## src/rtl/mips_ctrl_pkg.sv

```systemverilog
// ---------------------------------------------------------------------------
// mips_ctrl_pkg
// Shared encodings for the multi-cycle MIPS control unit and the ALU decoder:
// FSM state type, opcode/funct values, ALU operation codes, ALU operand-B and
// next-PC select codes, and the packed control word driven by the FSM.
// No ports (package).
// ---------------------------------------------------------------------------
package mips_ctrl_pkg;

  // FSM states
  typedef enum logic [3:0] {
    FETCH     = 4'd0,
    DECODE    = 4'd1,
    MEM_ADDR  = 4'd2,
    MEM_READ  = 4'd3,
    MEM_WB    = 4'd4,
    MEM_WRITE = 4'd5,
    EXEC_R    = 4'd6,
    R_WB      = 4'd7,
    EXEC_I    = 4'd8,
    I_WB      = 4'd9,
    BRANCH    = 4'd10,
    JUMP      = 4'd11
  } state_t;

  // Opcodes (INST[31:26])
  localparam logic [5:0] OP_RTYPE = 6'b000000;
  localparam logic [5:0] OP_LW    = 6'b100011;
  localparam logic [5:0] OP_SW    = 6'b101011;
  localparam logic [5:0] OP_BEQ   = 6'b000100;
  localparam logic [5:0] OP_ADDI  = 6'b001000;
  localparam logic [5:0] OP_J     = 6'b000010;

  // R-type funct codes (INST[5:0])
  localparam logic [5:0] FN_ADD = 6'b100000;
  localparam logic [5:0] FN_SUB = 6'b100010;
  localparam logic [5:0] FN_AND = 6'b100100;
  localparam logic [5:0] FN_OR  = 6'b100101;
  localparam logic [5:0] FN_SLT = 6'b101010;

  // ALU operation codes
  localparam logic [3:0] ALU_ADD = 4'b0010;
  localparam logic [3:0] ALU_SUB = 4'b0110;
  localparam logic [3:0] ALU_AND = 4'b0000;
  localparam logic [3:0] ALU_OR  = 4'b0001;
  localparam logic [3:0] ALU_SLT = 4'b0111;

  // ALU operand-B select
  localparam logic [1:0] SRCB_RT     = 2'b00;
  localparam logic [1:0] SRCB_FOUR   = 2'b01;
  localparam logic [1:0] SRCB_IMM    = 2'b10;
  localparam logic [1:0] SRCB_IMM_SH = 2'b11;

  // Next-PC select
  localparam logic [1:0] PC_ALU    = 2'b00;
  localparam logic [1:0] PC_ALUOUT = 2'b01;
  localparam logic [1:0] PC_JUMP   = 2'b10;

  // Width of the memory wait counter (covers MEM_LAT 0..15)
  localparam int CNT_W = 4;

  // Full control word produced by the FSM each cycle
  typedef struct packed {
    logic       pc_write;
    logic       iord;
    logic       ir_write;
    logic       reg_dst;
    logic       reg_write;
    logic       alu_src_a;
    logic [1:0] alu_src;
    logic [3:0] alu_control;
    logic [1:0] pc_source;
    logic       mem_write;
    logic       mem_read;
    logic       mem_to_reg;
    logic       illegal;
  } ctrl_t;

  // True for the two opcodes that go through address calculation
  function automatic logic is_mem_op(input logic [5:0] op);
    return (op == OP_LW) || (op == OP_SW);
  endfunction

endpackage

```

## src/rtl/alu_decoder.sv

```systemverilog
// ---------------------------------------------------------------------------
// alu_decoder
// Combinational R-type funct -> ALU operation decode.
// Ports:
//   funct       in  6  INST[5:0]
//   alu_control out 4  ALU operation code
//   illegal     out 1  funct is not one of add/sub/and/or/slt
// ---------------------------------------------------------------------------
module alu_decoder
  import mips_ctrl_pkg::*;
(
  input  logic [5:0] funct,
  output logic [3:0] alu_control,
  output logic       illegal
);

  always_comb begin
    alu_control = ALU_ADD;
    illegal     = 1'b0;
    case (funct)
      FN_ADD:  alu_control = ALU_ADD;
      FN_SUB:  alu_control = ALU_SUB;
      FN_AND:  alu_control = ALU_AND;
      FN_OR:   alu_control = ALU_OR;
      FN_SLT:  alu_control = ALU_SLT;
      default: illegal     = 1'b1;
    endcase
  end

endmodule

```

## src/rtl/mc_control_unit.sv

```systemverilog
// ---------------------------------------------------------------------------
// mc_control_unit
// Multi-cycle MIPS control unit: Moore FSM sequencing fetch, decode, execute,
// memory and write-back, with a wait counter that stretches each memory state
// to MEM_LAT+1 cycles.
// Parameters: MEM_LAT (0..15) extra memory wait cycles, ALU_W ALUcontrol width.
// Ports:
//   CLK, RST (async, active-high)
//   OPCODE[5:0], FUNCT[5:0]  fields of the instruction register
//   isZero                   ALU zero flag (only used in BRANCH)
//   PCWrite, IorD, IRWrite, regDst, regWrite, ALUSrcA, ALUSrc[1:0],
//   ALUcontrol[ALU_W-1:0], PCSource[1:0], memWrite, memRead, memtoReg,
//   illegal (one-cycle pulse on unsupported opcode/funct)
// ---------------------------------------------------------------------------
module mc_control_unit
  import mips_ctrl_pkg::*;
#(
  parameter int unsigned MEM_LAT = 0,
  parameter int unsigned ALU_W   = 4
) (
  input  logic             CLK,
  input  logic             RST,
  input  logic [5:0]       OPCODE,
  input  logic [5:0]       FUNCT,
  input  logic             isZero,
  output logic             PCWrite,
  output logic             IorD,
  output logic             IRWrite,
  output logic             regDst,
  output logic             regWrite,
  output logic             ALUSrcA,
  output logic [1:0]       ALUSrc,
  output logic [ALU_W-1:0] ALUcontrol,
  output logic [1:0]       PCSource,
  output logic             memWrite,
  output logic             memRead,
  output logic             memtoReg,
  output logic             illegal
);

  localparam logic [CNT_W-1:0] LAT     = CNT_W'(MEM_LAT);
  localparam logic [CNT_W-1:0] CNT_ONE = CNT_W'(1);

  state_t           state_reg, state_next;
  logic [CNT_W-1:0] cnt_reg, cnt_next;
  // lw/sw choice is captured in DECODE so MEM_ADDR need not look at OPCODE
  logic             store_reg, store_next;

  logic [3:0] dec_alu_control;
  logic       dec_illegal;
  ctrl_t      ctrl;
  ctrl_t      ctrl_out;

  alu_decoder u_alu_decoder (
    .funct       (FUNCT),
    .alu_control (dec_alu_control),
    .illegal     (dec_illegal)
  );

  always_ff @(posedge CLK or posedge RST) begin
    if (RST) begin
      state_reg <= FETCH;
      cnt_reg   <= '0;
      store_reg <= 1'b0;
    end else begin
      state_reg <= state_next;
      cnt_reg   <= cnt_next;
      store_reg <= store_next;
    end
  end

  always_comb begin
    state_next = state_reg;
    cnt_next   = cnt_reg;
    store_next = store_reg;
    ctrl       = '0;

    case (state_reg)
      FETCH: begin
        ctrl.mem_read    = 1'b1;
        ctrl.ir_write    = 1'b1;
        ctrl.alu_src     = SRCB_FOUR;
        ctrl.alu_control = ALU_ADD;
        ctrl.pc_source   = PC_ALU;
        ctrl.pc_write    = 1'b1;
        state_next       = DECODE;
      end

      DECODE: begin
        // Branch target computed speculatively into ALUOut
        ctrl.alu_src     = SRCB_IMM_SH;
        ctrl.alu_control = ALU_ADD;
        store_next       = (OPCODE == OP_SW);
        if (is_mem_op(OPCODE)) begin
          state_next = MEM_ADDR;
        end else begin
          case (OPCODE)
            OP_RTYPE: state_next = EXEC_R;
            OP_ADDI:  state_next = EXEC_I;
            OP_BEQ:   state_next = BRANCH;
            OP_J:     state_next = JUMP;
            default: begin
              state_next   = FETCH;
              ctrl.illegal = 1'b1;
            end
          endcase
        end
      end

      MEM_ADDR: begin
        ctrl.alu_src_a   = 1'b1;
        ctrl.alu_src     = SRCB_IMM;
        ctrl.alu_control = ALU_ADD;
        cnt_next         = LAT;
        state_next       = store_reg ? MEM_WRITE : MEM_READ;
      end

      MEM_READ: begin
        ctrl.mem_read = 1'b1;
        ctrl.iord     = 1'b1;
        if (cnt_reg == '0) state_next = MEM_WB;
        else               cnt_next   = cnt_reg - CNT_ONE;
      end

      MEM_WRITE: begin
        ctrl.mem_write = 1'b1;
        ctrl.iord      = 1'b1;
        if (cnt_reg == '0) state_next = FETCH;
        else               cnt_next   = cnt_reg - CNT_ONE;
      end

      MEM_WB: begin
        ctrl.reg_write  = 1'b1;
        ctrl.reg_dst    = 1'b0;
        ctrl.mem_to_reg = 1'b1;
        state_next      = FETCH;
      end

      EXEC_R: begin
        ctrl.alu_src_a   = 1'b1;
        ctrl.alu_src     = SRCB_RT;
        ctrl.alu_control = dec_alu_control;
        if (dec_illegal) begin
          ctrl.illegal = 1'b1;
          state_next   = FETCH;
        end else begin
          state_next   = R_WB;
        end
      end

      R_WB: begin
        ctrl.reg_write  = 1'b1;
        ctrl.reg_dst    = 1'b1;
        ctrl.mem_to_reg = 1'b0;
        state_next      = FETCH;
      end

      EXEC_I: begin
        ctrl.alu_src_a   = 1'b1;
        ctrl.alu_src     = SRCB_IMM;
        ctrl.alu_control = ALU_ADD;
        state_next       = I_WB;
      end

      I_WB: begin
        ctrl.reg_write  = 1'b1;
        ctrl.reg_dst    = 1'b0;
        ctrl.mem_to_reg = 1'b0;
        state_next      = FETCH;
      end

      BRANCH: begin
        // The only Mealy-style output: the PC loads only if rs == rt
        ctrl.alu_src_a   = 1'b1;
        ctrl.alu_src     = SRCB_RT;
        ctrl.alu_control = ALU_SUB;
        ctrl.pc_source   = PC_ALUOUT;
        ctrl.pc_write    = isZero;
        state_next       = FETCH;
      end

      JUMP: begin
        ctrl.pc_source = PC_JUMP;
        ctrl.pc_write  = 1'b1;
        state_next     = FETCH;
      end

      default: state_next = FETCH;
    endcase
  end

  // Outputs are forced low combinationally while RST is high so that an
  // in-flight memWrite/regWrite is cut before the next clock edge.
  assign ctrl_out = RST ? '0 : ctrl;

  assign PCWrite    = ctrl_out.pc_write;
  assign IorD       = ctrl_out.iord;
  assign IRWrite    = ctrl_out.ir_write;
  assign regDst     = ctrl_out.reg_dst;
  assign regWrite   = ctrl_out.reg_write;
  assign ALUSrcA    = ctrl_out.alu_src_a;
  assign ALUSrc     = ctrl_out.alu_src;
  assign ALUcontrol = ALU_W'(ctrl_out.alu_control);
  assign PCSource   = ctrl_out.pc_source;
  assign memWrite   = ctrl_out.mem_write;
  assign memRead    = ctrl_out.mem_read;
  assign memtoReg   = ctrl_out.mem_to_reg;
  assign illegal    = ctrl_out.illegal;

endmodule
```

## config.mk

```make
export PLATFORM = sky130hd
export DESIGN_NAME = mc_control_unit
export DESIGN_NICKNAME = d
export VERILOG_FILES = /design/src/rtl/mips_ctrl_pkg.sv /design/src/rtl/alu_decoder.sv /design/src/rtl/mc_control_unit.sv
export SDC_FILE = /design/constraint.sdc
export NUM_CORES = 1
export LEC_CHECK = 0
export ABC_AREA = 1
export CORE_MARGIN = 10
export CORE_UTILIZATION = 35
export CTS_CLUSTER_DIAMETER = 40
export DETAILED_ROUTE_END_ITERATION = 16
export PLACE_DENSITY = 0.77
export SYNTH_ARGS = -nofsm -noshare
export SYNTH_HDL_FRONTEND = slang
export SYNTH_SLANG_ARGS = --single-unit
```

## constraint.sdc

```tcl
create_clock -name CLK -period 3.7 [get_ports CLK]
set_input_delay 0.74 -clock CLK [delete_from_list [all_inputs] [get_ports CLK]]
set_output_delay 0.74 -clock CLK [all_outputs]
set_load 0.01 [all_outputs]
```

==> metrics.txt <==
# TYPE chip_impl_metric gauge
chip_impl_metric{name="cp.arrival",unit="ps"} 2360
chip_impl_metric{name="synth-seq-cells",unit=""} 9
chip_impl_metric{name="routed_wl",unit="um"} 2460
chip_impl_info{name="setup.worst_path.end",value="illegal"} 1
chip_impl_metric{name="tritoncts.num_buffers",unit=""} 3
chip_impl_metric{name="critPathRequiredTime",unit="ps"} 2960
chip_impl_metric{name="setup_slack_of_the_worst_register_to_register_path",unit="ps"} 2350
chip_impl_metric{name="fin_util",unit=""} 0.516
chip_impl_metric{name="place_hpwl",unit="um"} 2080
chip_impl_metric{name="final.period_utilization",unit=""} 0.837
chip_impl_metric{name="per_cell_routed_wire_length",unit="um"} 11.7
chip_impl_metric{name="power_per_cell_area",unit="nW/um^2"} 464
chip_impl_info{name="hold_class",value="register to register"} 1
chip_impl_metric{name="grt_overflow_total",unit=""} 0
chip_impl_metric{name="hold_viol_final",unit=""} 0
chip_impl_metric{name="setup_viol",unit=""} 0
chip_impl_metric{name="detailed_routing_iteration_count_for_the_pre_antenna_repair_pass",unit=""} 4
chip_impl_info{name="cts_tree",value="done"} 1
chip_impl_metric{name="grt_max_degree",unit=""} 13
chip_impl_metric{name="ctsHoldBuffers",unit=""} 0
chip_impl_info{name="synth_flop_cell",value="sky130_fd_sc_hd__dfrtp_1"} 1
chip_impl_metric{name="postRouteAntennaNets",unit=""} 0
chip_impl_metric{name="cts.htree.levels",unit=""} 1
chip_impl_metric{name="ys_seq_area_frac",unit=""} 0.254
chip_impl_metric{name="fmax",unit="GHz"} 0.323
chip_impl_metric{name="gp_congestion",unit=""} 0.786
chip_impl_metric{name="dieHeight",unit="um"} 70.4
chip_impl_metric{name="dr_total_vias",unit=""} 1021
chip_impl_info{name="r2r-end",value="state_reg[2]"} 1
chip_impl_metric{name="synth.yosys.warnings",unit=""} 0
chip_impl_info{name="critical_path.startpoint",value="OPCODE[3]"} 1
chip_impl_metric{name="yosys.area.top_type_share",unit=""} 0.254
chip_impl_metric{name="final_hold_slack",unit="ps"} 561
chip_impl_metric{name="total_power",unit="mW"} 0.587
chip_impl_metric{name="maxCapViolCount",unit=""} 0
chip_impl_metric{name="floorplan.die_area",unit="um^2"} 4950
chip_impl_metric{name="finalInstanceArea",unit="um^2"} 1270
chip_impl_metric{name="worstPathMaxFanout",unit=""} 4
chip_impl_metric{name="worst_r2r_path_depth",unit=""} 7
chip_impl_metric{name="path_clk_slew",unit="ps"} 60
chip_impl_info{name="synth_top_family_by_area",value="simple AND/OR/NAND/NOR gates"} 1
chip_impl_info{name="status",value="completed"} 1
chip_impl_metric{name="post_synth_num_cell_types",unit=""} 26
chip_impl_metric{name="irDropWorstVdd",unit="V"} 0.000212
chip_impl_metric{name="min_period",unit="ps"} 3100
chip_impl_metric{name="number_of_diodes",unit=""} 0
chip_impl_metric{name="layout-drive-gt1-share",unit=""} 0.111
chip_impl_metric{name="synth-edff-count",unit=""} 0
chip_impl_metric{name="synth_simple_gate_area_frac",unit=""} 0.465
chip_impl_info{name="timing.setup.critical_path_class",value="primary input to output pin"} 1
chip_impl_metric{name="synth.net_count",unit=""} 161
chip_impl_info{name="grt_setup_unrepaired",value="no"} 1
chip_impl_metric{name="initialDrtViolationCount",unit=""} 58
chip_impl_metric{name="synth_xor_area_frac",unit=""} 0.0197
chip_impl_info{name="ys_top_cells_by_area",value="sky130_fd_sc_hd__dfrtp_1 25%, sky130_fd_sc_hd__nand2_1 14%, sky130_fd_sc_hd__nor2_1 9.7%, sky130_fd_sc_hd__inv_1 8.5%, sky130_fd_sc_hd__nand3_1 8.5%"} 1
chip_impl_metric{name="ioPinCount",unit=""} 33
chip_impl_metric{name="chipWidth",unit="um"} 70.4
chip_impl_metric{name="detailed_place.area",unit="um^2"} 1240
chip_impl_metric{name="first_pass_grt_wire_length",unit="um"} 4230
chip_impl_metric{name="synth-async-reset-ratio",unit=""} 1.00
chip_impl_metric{name="postSynthCellCount",unit=""} 145
chip_impl_metric{name="std_cell_rows",unit=""} 18
chip_impl_info{name="cp-end-kind",value="output pin"} 1
chip_impl_metric{name="core-area",unit="um^2"} 2450
chip_impl_metric{name="grtUsageTotal",unit=""} 0.100
chip_impl_metric{name="post_cts.resized_instances",unit=""} 0
chip_impl_metric{name="final-max-slew-violation-count",unit=""} 0
chip_impl_metric{name="post_route_drc",unit=""} 0
chip_impl_info{name="cts_root_buffer",value="sky130_fd_sc_hd__clkbuf_4"} 1
chip_impl_metric{name="clock_tree_sinks",unit=""} 9
chip_impl_metric{name="synth_compound_gate_area_share",unit=""} 0.138
chip_impl_metric{name="yosys.area_share.adder",unit=""} 0.0141
chip_impl_metric{name="clk-insertion-delay-late",unit="ps"} 270
chip_impl_metric{name="vias_per_cell",unit=""} 4.86
chip_impl_info{name="startpoint_type",value="primary input"} 1
chip_impl_info{name="synthMostInstantiatedCell",value="sky130_fd_sc_hd__nand2_1"} 1
chip_impl_metric{name="fin_nets",unit=""} 197
chip_impl_metric{name="synth_mux_area_frac",unit=""} 0
chip_impl_metric{name="fin_skew",unit="ps"} 0.417
chip_impl_metric{name="post_synth_instance_area",unit="um^2"} 888
chip_impl_info{name="yosysTopAreaCell",value="sky130_fd_sc_hd__dfrtp_1"} 1
chip_impl_metric{name="max-clock-path-buffers",unit=""} 2
chip_impl_metric{name="totalNegativeSetupSlack",unit="ps"} 0
chip_impl_metric{name="place.port_buffers",unit=""} 31
chip_impl_metric{name="first_global_vias",unit=""} 990
chip_impl_metric{name="number_of_antenna_violations_at_the_first_check_in_global_routing",unit=""} 0
chip_impl_metric{name="area_overhead_of_the_layout_relative_to_synthesis",unit="%"} 42.5
chip_impl_metric{name="power.static_leakage",unit="nW"} 0.644
chip_impl_info{name="synth_commonest_cells",value="33 x sky130_fd_sc_hd__nand2_1, 23 x sky130_fd_sc_hd__nor2_1, 20 x sky130_fd_sc_hd__inv_1"} 1
chip_impl_info{name="min-delay-start",value="cnt_reg[0]"} 1
chip_impl_metric{name="effective_utilization_at_floorplan",unit=""} 0.362
chip_impl_metric{name="post_cts.repair.setup_buffers",unit=""} 0
chip_impl_info{name="r2r-start",value="state_reg[2]"} 1
chip_impl_metric{name="mean_instance_size_in_the_synthesized_netlist",unit="um^2"} 6.13
worst max-delay path, cell delays in order:
cell                              delay, ps
sky130_fd_sc_hd__clkdlybuf4s50_1        530
sky130_fd_sc_hd__nor2_1                  80
sky130_fd_sc_hd__nand3_1                100
sky130_fd_sc_hd__o21ai_0                130
sky130_fd_sc_hd__nor2_1                 110
sky130_fd_sc_hd__nand2_1                 50
sky130_fd_sc_hd__o21ai_1                 70
sky130_fd_sc_hd__clkdlybuf4s50_1        550
metrics by stage:
| stage | std cells | worst slack (ps) |
|---|---|---|
| 6_report | 210 | 604 |
| 5_1_grt | 210 | 399 |
| 4_1_cts | 210 | 588 |
| 3_5_place_dp | 206 | 590 |
| 3_3_place_gp | 206 | 641 |
| 2_1_floorplan | 145 | 1590 |
report_power, final:
group	switching (mW)	internal (mW)
combinational	0.204	0.153
sequential	0.0227	0.129
clock	0.0372	0.0418
cell families (layout without fill, tap and decap cells):
group	count (synthesis)	after routing
adder cells (fa/ha/maj)	1	1
AO/OA/AOI/OAI	21	21
XOR/XNOR	2	2
flip-flops	9	9
buffers and inverters	24	59
AND/OR/NAND/NOR	87	87
other	1	1
how the worst min path moves through the flow:
stage	end	slack [ps]	cells past startpoint
4_1_cts	cnt_reg[0]	570	2
3_3_place_gp	cnt_reg[3]	530	2
3_5_place_dp	cnt_reg[0]	550	2
5_1_grt	store_reg	610	2
6_report	cnt_reg[0]	560	2
2_1_floorplan	cnt_reg[3]	510	2
area by class of cell:
cell class	instances	area [um^2]
multi-input cells	112	569
well taps	30	37.5
clock buffers	4	26.3
fillers	241	1190
inverters	22	82.6
flip-flops and latches	9	225
repair buffers	33	325
layout by cell type, fill, tap and decap left out:
| master | instances |
|---|---|
| sky130_fd_sc_hd__nand2_1 | 33 |
| sky130_fd_sc_hd__o211ai_1 | 1 |
| sky130_fd_sc_hd__nor3_2 | 1 |
| sky130_fd_sc_hd__o21ai_0 | 6 |
| sky130_fd_sc_hd__clkbuf_1 | 1 |
| sky130_fd_sc_hd__a31oi_1 | 1 |
| sky130_fd_sc_hd__nor2_1 | 23 |
| sky130_fd_sc_hd__conb_1 | 1 |
| sky130_fd_sc_hd__nand3b_1 | 1 |
| sky130_fd_sc_hd__o21ai_1 | 2 |
| sky130_fd_sc_hd__a22oi_1 | 1 |
| sky130_fd_sc_hd__inv_2 | 2 |
| sky130_fd_sc_hd__nor2_2 | 3 |
| sky130_fd_sc_hd__o21ai_2 | 3 |
| sky130_fd_sc_hd__nand2_8 | 1 |
| sky130_fd_sc_hd__ha_1 | 1 |
| sky130_fd_sc_hd__clkbuf_4 | 3 |
| sky130_fd_sc_hd__nand3_1 | 15 |
| sky130_fd_sc_hd__nand2_2 | 3 |
| sky130_fd_sc_hd__nor3_1 | 1 |
| sky130_fd_sc_hd__nand2_4 | 2 |
| sky130_fd_sc_hd__inv_1 | 20 |
| sky130_fd_sc_hd__xor2_1 | 2 |
| sky130_fd_sc_hd__buf_4 | 2 |
| sky130_fd_sc_hd__clkdlybuf4s50_1 | 31 |
| sky130_fd_sc_hd__dfrtp_1 | 9 |
| sky130_fd_sc_hd__nand4_1 | 4 |
| sky130_fd_sc_hd__a21oi_1 | 7 |
layer usage:
layer,GRT usage,part of all wire,up-vias
met2,0.172,0.50,34
met1,0.107,0.42,446
met3,0.0268,0.072,4
li1,-,-,537
met5,0,0,-
met4,0.0592,0.016,0
(Power assumes the default switching activity.)
